--- config.mk ---
export PLATFORM = sky130hd
export DESIGN_NAME = nibble_byte_asm
export DESIGN_NICKNAME = d
export VERILOG_FILES = /design/src/rtl/nibble_byte_asm.sv
export SDC_FILE = /design/constraint.sdc
export NUM_CORES = 1
export LEC_CHECK = 0
export ABC_AREA = 0
export CAP_MARGIN = 20
export CORE_ASPECT_RATIO = 0.9
export CORE_MARGIN = 5
export CORE_UTILIZATION = 30
export DETAILED_ROUTE_END_ITERATION = 10
export GPL_ROUTABILITY_DRIVEN = 0
export PLACE_DENSITY = 0.51
export SKIP_LAST_GASP = 1
export SLEW_MARGIN = 30
export SYNTH_ARGS = -nofsm -noshare
export SYNTH_HDL_FRONTEND = slang
export SYNTH_SLANG_ARGS = --single-unit
--- constraint.sdc ---
create_clock -name clk -period 2.24 [get_ports clk]
set_clock_uncertainty 0.1 [all_clocks]
set_input_delay 0.336 -clock clk [delete_from_list [all_inputs] [get_ports clk]]
set_output_delay 0.336 -clock clk [all_outputs]
set_load 0.02 [all_outputs]
--- src/rtl/nibble_byte_asm.sv ---
// Reassembles a low-nibble-first stream into bytes behind an OUT_DEPTH-entry output FIFO, counting delivered bytes.
// Optional NIB_ASM_PARITY_EN adds byte_par, the even parity of the head byte, stored per FIFO entry.
module nibble_byte_asm #(
    parameter int OUT_DEPTH = 2,
    parameter int CNT_W     = 32
) (
    input  logic             clk,
    input  logic             rst,
    input  logic             nib_valid,
    output logic             nib_ready,
    input  logic [3:0]       nib_data,
    input  logic             nib_last,
    output logic             byte_valid,
    input  logic             byte_ready,
    output logic [7:0]       byte_data,
    output logic             byte_pad,
`ifdef NIB_ASM_PARITY_EN
    output logic             byte_par,
`endif
    output logic [CNT_W-1:0] byte_cnt
);
    localparam int PTR_W = $clog2(OUT_DEPTH);
`ifdef NIB_ASM_PARITY_EN
    localparam int ENT_W = 10;
`else
    localparam int ENT_W = 9;
`endif
    localparam logic [PTR_W-1:0] PTR_ONE = 1;
    localparam logic [PTR_W:0]   OCC_ONE = 1;
    localparam logic [PTR_W:0]   OCC_MAX = OUT_DEPTH[PTR_W:0];
    localparam logic [CNT_W-1:0] CNT_ONE = 1;

    typedef enum logic {LO, HI} state_t;

    state_t           state_q, state_d;
    logic [3:0]       lo_q, lo_d;
    logic [ENT_W-1:0] mem_q [OUT_DEPTH];
    logic [ENT_W-1:0] mem_d [OUT_DEPTH];
    logic [PTR_W-1:0] wr_ptr_q, wr_ptr_d, rd_ptr_q, rd_ptr_d;
    logic [PTR_W:0]   occ_q, occ_d;
    logic [CNT_W-1:0] cnt_q, cnt_d;

    logic             full, accept, push, pop;
    logic [8:0]       push_ent;
    logic [ENT_W-1:0] head;

    // Full blocks the push even when a pop happens in the same cycle.
    assign full      = (occ_q == OCC_MAX);
    assign nib_ready = !full;
    assign accept    = nib_valid && !full;
    assign byte_valid = (occ_q != '0);
    assign pop       = byte_valid && byte_ready;

    assign head      = mem_q[rd_ptr_q];
    assign byte_data = head[7:0];
    assign byte_pad  = head[8];
`ifdef NIB_ASM_PARITY_EN
    assign byte_par  = head[9];
`endif
    assign byte_cnt  = cnt_q;

    always_comb begin
        state_d  = state_q;
        lo_d     = lo_q;
        push     = 1'b0;
        push_ent = 9'h000;
        if (accept) begin
            if (state_q == LO) begin
                if (nib_last) begin
                    push     = 1'b1;
                    push_ent = {1'b1, 4'h0, nib_data};
                end else begin
                    lo_d    = nib_data;
                    state_d = HI;
                end
            end else begin
                push     = 1'b1;
                push_ent = {1'b0, nib_data, lo_q};
                state_d  = LO;
            end
        end
    end

    always_comb begin
        mem_d    = mem_q;
        wr_ptr_d = wr_ptr_q;
        rd_ptr_d = rd_ptr_q;
        occ_d    = occ_q;
        cnt_d    = cnt_q;
        if (push) begin
`ifdef NIB_ASM_PARITY_EN
            mem_d[wr_ptr_q] = {^push_ent[7:0], push_ent};
`else
            mem_d[wr_ptr_q] = push_ent;
`endif
            wr_ptr_d = wr_ptr_q + PTR_ONE;
        end
        if (pop) begin
            rd_ptr_d = rd_ptr_q + PTR_ONE;
            cnt_d    = cnt_q + CNT_ONE;
        end
        if (push && !pop) begin
            occ_d = occ_q + OCC_ONE;
        end else if (!push && pop) begin
            occ_d = occ_q - OCC_ONE;
        end
    end

    always_ff @(posedge clk or posedge rst) begin
        if (rst) begin
            state_q  <= LO;
            lo_q     <= 4'h0;
            wr_ptr_q <= '0;
            rd_ptr_q <= '0;
            occ_q    <= '0;
            cnt_q    <= '0;
            for (int i = 0; i < OUT_DEPTH; i++) begin
                mem_q[i] <= '0;
            end
        end else begin
            state_q  <= state_d;
            lo_q     <= lo_d;
            wr_ptr_q <= wr_ptr_d;
            rd_ptr_q <= rd_ptr_d;
            occ_q    <= occ_d;
            cnt_q    <= cnt_d;
            mem_q    <= mem_d;
        end
    end
endmodule

Word level (Yosys, flattened, before mapping)
Index checks and enable logic that the tools add are counted.

operators by class
  reductions and logical operators = 11
  eq/ne operators = 1
  $lt $le $gt $ge = 3
  bitwise operators = 4
  multipliers = 0
  muxes and demuxes = 16
  shift operators = 0
  add/sub/neg operators = 5
  div/mod/pow operators = 0

operators with widths
  operator               number
  $mux 9                 7
  $add 32x1->32 const B  1
  $bwmux 18              1
  $demux 9 s1            1
  $logic_and 1x1->1      5
  $mux 1                 5
  $ge 2x2->1 const B     2
  $mux 2                 2
  $not 1->2              2
  $reduce_bool 2->1      2
  $logic_not 1->1        3
  $reduce_and 3->1       1
  $add 1x1->1 const B    2
  $add 2x1->2 const B    1
  $eq 2x2->1 const B     1
  $lt 2x1->1 const B     1
  $not 1->1              2
  $sub 2x1->2 const B    1

storage, ports and cells
  input port bits = 9
  register bits = 59
  output and inout port bits = 43
  word-level logic and storage cells = 48
  bits in latches = 0
  memory bits (writable) = 0
  memories = 0
  memory bits (read-only) = 0

Logic depth before layout (Yosys ltp)
  depth in word-level cells = 8
  depth in mapped cells = 8
  mapped depth without buffers = 7

Worst setup path after synthesis
Ideal clock, no wire load.

  path kind = register to register
  start = register occ_q[0]
  end = register mem_q[9] in the netlist's numbering
  buffers on the path = 2
  period minus slack after synthesis = 1.877 ns
  arrival time = 1.652 ns
  required time = 2.015 ns
  setup time = 0.125 ns
  stages on the path, launching flop included = 6
  setup slack = 0.363 ns
  cells stage by stage = dfrtp_1 -> nand2b_1 -> clkbuf_1 -> and4bb_2 -> buf_2 -> mux2_2

between the ends
  longest elaborated chain between the ends = 5
  elaborated cells on any way between the ends = 6
  those cells by class = eq/ne: 1; mux: 3; reduce/logical: 2

RTL lines
  item                    RTL line  RTL
  start, declared         40        logic [PTR_W:0] occ_q, occ_d;
  start signal, assigned  115       occ_q <= '0;
  start signal, assigned  125       occ_q <= occ_d;
  $eq 2x2->1 *            48        assign full = (occ_q == OCC_MAX);
  $logic_not 1->1 *       -
  net nib_ready           10        output logic nib_ready,
  $logic_and 1x1->1 *     50        assign accept = nib_valid && !full;
  $mux 9                  67        if (accept) begin
  $bwmux 18               94        mem_d[wr_ptr_q] = push_ent;
  end signal, assigned    127       mem_q <= mem_d;
  end, declared           37        logic [ENT_W-1:0] mem_q [OUT_DEPTH];

The timed path passes the listed nets; every way through them passes the cells marked *.
A chain may end at the register's enable or synchronous reset.

Worst setup path after layout
  start = register rd_ptr_q
  end = output port byte_data[7]

between the ends
  longest elaborated chain between the ends = 4

RTL lines
  item                                       RTL line  RTL
  start, declared                            39        logic [PTR_W-1:0] wr_ptr_q, wr_ptr_d, rd_ptr_q, rd_ptr_d;
  start signal, assigned                     124       rd_ptr_q <= rd_ptr_d;
  $not 1->2 (not written as such)            54        assign head = mem_q[rd_ptr_q];
  $mux 9 (not written as such) (3 in a row)  54
  end, declared                              15        output logic [7:0] byte_data,

Every way passes these cells. The select of a mux whose other input is x is not followed.

==> flow_summary.yaml <==
status:
  outcome: "finished clean"
critical_path:
  setup.worst_path.end_class: "output port"
  worstSetupPathDepth: 3
  slowest_stage: "clkdlybuf4s50_1"
  critical_path.top_delay_family: "buffers and inverters"
  worst-path-max-fanout: 7
  crit_chain: "clkbuf_4 > o21ai_0 > clkdlybuf4s50_1"
  r2r_cells: 7
  slowest_delay_ns: 0.63
  crit_arrival_ns: 1.72
  required_ns: 1.80
  path_class: "register to output port"
  cp_num_buf_inv: 2
  worstSetupStartpointType: "register"
global_route:
  overflow: 0
  grt_max_degree: 60
  grt_pass1_wl_um: 10080
  grt_usage_pct: 11.25
  grt_pass1_vias: 1997
  antenna_found_initial: 0
clock_network:
  cts_tree: "built"
  clock_sinks: 59
  cts_buffer_depth: 2
  clock-root-buffer: "clkbuf_8"
  numCtsBuffers: 9
  cts.clk_slew.worst_paths_ns: 0.07
  clk_latency_ns: 0.33
  hold_buffers: 0
  htreeDepth: 3
pwr:
  pwr-share-seq_pct: 38.1
  power.leakage_nw: 1.620
  power_frac_comb_pct: 33.5
  switchingPower_w: 0.001343
  internal_power_w: 0.002763
  swShare_pct: 32.70
  power_density_nw_per_um2: 1115
  ir_drop_v: 0.0004530
  clkPwrFrac_pct: 28.4
die:
  start_util_pct: 30.34
  die_w_um: 110.8
  dieHeight_um: 100.7
  coreArea_sq_um: 9042
  die-area_sq_um: 11160
  rows: 33
  io_pins: 52
yosys:
  synth_area_leader_cell: "dfrtp_1"
  ys_ff_latch: 59
  syn_inst: 245
  synth_area_sq_um: 2744
  synth_nets: 256
  synth.top_cell.area_share_pct: 53.81
  ys_types: 31
  yosys-top-cells-area: "dfrtp_1 (54%), xnor2_1 (9.6%), mux2_2 (6.6%)"
  avgSynthCellArea_sq_um: 11.20
  synth_warnings: 0
  yosysSeqAreaShare_pct: 53.81
sta:
  hold_viol: 0
  timing.final.crit_share_pct: 96.13
  final-setup-viol-count: 0
  min_period_ns: 2.153
  slew_headroom_pct: 62.35
  tightest_slew_ns: 0.5606
  fin_ws_ns: 0.08678
  slew_viol_final: 0
  totalNegativeSetupSlack_ns: 0
  grt_setup_unrepaired: "true"
  fmax_ghz: 0.4644
  holdWs_ns: 0.2810
layout:
  antennaDiodeCount: 0
  final_net_count: 315
  drive_gt1_share_pct: 15.86
  final_cells: 431
  syn_to_final_growth_pct: 34.20
route:
  finalWirelength_um: 6099
  wire_per_inst_um: 14.15
  drc: 0
  via_count: 1970
  first_pass_iters: 6
  ant_nets: 0
  drt_iter0_markers: 110
  viasPerCell: 4.571
place:
  dp.cells: 412
  hpwlAfterDp_um: 4191
  place_ws_ns: 0.1523
  portBuffers: 51
hold_path:
  hp-class: "input port to asynchronous set/reset pin"
flow_run:
  drv_cap: 0
[final cells by class]
type,instances,area (sq um)
clock buffers,10,127.6
clock inverters,6,113.9
fillers,857,5360
inverters,12,50.05
multi-input cells,162,1154
flip-flops and latches,59,1478
well taps,122,152.6
repair buffers,60,606.8
[metrics by stage]
stage	util [%]	instance area (sq um)	total power, W
2_1_floorplan	-	2744	0.002420
3_3_place_gp	37.75	3413	0.002915
3_5_place_dp	37.75	3413	0.002930
4_1_cts	40.42	3655	0.004123
5_1_grt	40.72	3682	0.004362
6_report	40.72	3682	0.004106
[path summary, 6_finish.rpt]
check                        startpoint            to  slack (ns)
max                            rd_ptr_q  byte_data[7]        0.09
min in group clk           byte_cnt[31]  byte_cnt[31]        0.38
max in group asynchronous           rst  byte_cnt[19]        1.47
max reg2reg                    occ_q[0]  byte_cnt[11]        0.38
min                                 rst   byte_cnt[4]        0.28
min reg2reg                byte_cnt[31]  byte_cnt[31]        0.38
[per-layer routing]
layer	share of wire, %	vias to the layer above	GRT usage, %
met5	0	-	0
met4	1.1	0	4.261
met3	3.6	5	3.241
met2	46	33	17.30
met1	49	960	15.10
li1	-	972	-
[power by group through the flow]
stage | logic [W] | registers (W) | clock network (W)
after floorplan | 0.000835 | 0.00158 | 0
after global placement | 0.00130 | 0.00161 | 0
after detailed placement | 0.00131 | 0.00162 | 0
after CTS | 0.00131 | 0.00160 | 0.00120
after global routing | 0.00151 | 0.00160 | 0.00125
final | 0.00138 | 0.00156 | 0.00117
[cell families (layout without fill, tap and decap cells)]
logic type / after synthesis / after routing / synth area share, %
and+or+nand+nor: 88 / 88 / 18.70
DFF: 59 / 59 / 53.81
xor gates and xnor gates: 36 / 36 / 11.49
buffers and inverters: 24 / 88 / 4.150
AOI/OAI and AO/OA: 20 / 20 / 4.377
muxes: 16 / 16 / 6.566
adders and majority gates: 2 / 2 / 0.9118
[tightest hold or removal path, stage by stage]
cell	delay, ns
clkdlybuf4s50_1	0.41
inv_2	0.07
buf_12	0.28
[sequential cells by signal (all words and copies together) (netlist names)]
register and flops:
byte_cnt 32, mem_q 18, lo_q 4, occ_q 2, rd_ptr_q 1, state_q 1, wr_ptr_q 1
[layout by cell type, fill, tap and decap left out, types with 2 or more instances in the layout]
master,n
nor4_4,2
clkdlybuf4s50_1,48
nor3_1,2
bufinv_16,3
nand2_1,25
xor2_1,6
o21ai_0,13
mux2_2,16
clkinvlp_4,2
inv_1,10
clkbuf_8,9
nor2_1,6
ha_1,2
buf_4,6
nand3_1,13
and3_1,9
buf_12,2
dfrtp_1,58
and2_1,2
a22o_1,5
nand4b_1,2
nand4_1,19
xnor2_1,30
dlymetal6s2s_1,2
[synthesized netlist by cell type]
master,number
nor4_1,1
and3_1,9
and2_4,1
nor4_4,2
nor3_4,1
buf_2,3
mux2_2,16
or2_2,1
o22ai_1,1
nor2_1,6
buf_6,2
and2_1,2
and4bb_2,1
nand2_1,25
o21ai_0,13
nand3_1,13
dfrtp_1,59
inv_6,1
nand2b_1,1
a22o_1,5
clkbuf_1,7
and4b_1,1
ha_1,2
inv_1,11
xor2_1,6
nor3_1,2
nand3b_1,1
xnor2_1,30
nand4_1,19
nand4b_1,2
a21oi_1,1
[timing repair]
item | CTS | global route
resized for setup | 2 | 2
buffers inserted | 0 | 3
setup endpoints to repair | 9 | 6
No activity file was read; power rests on OpenSTA's default activity.
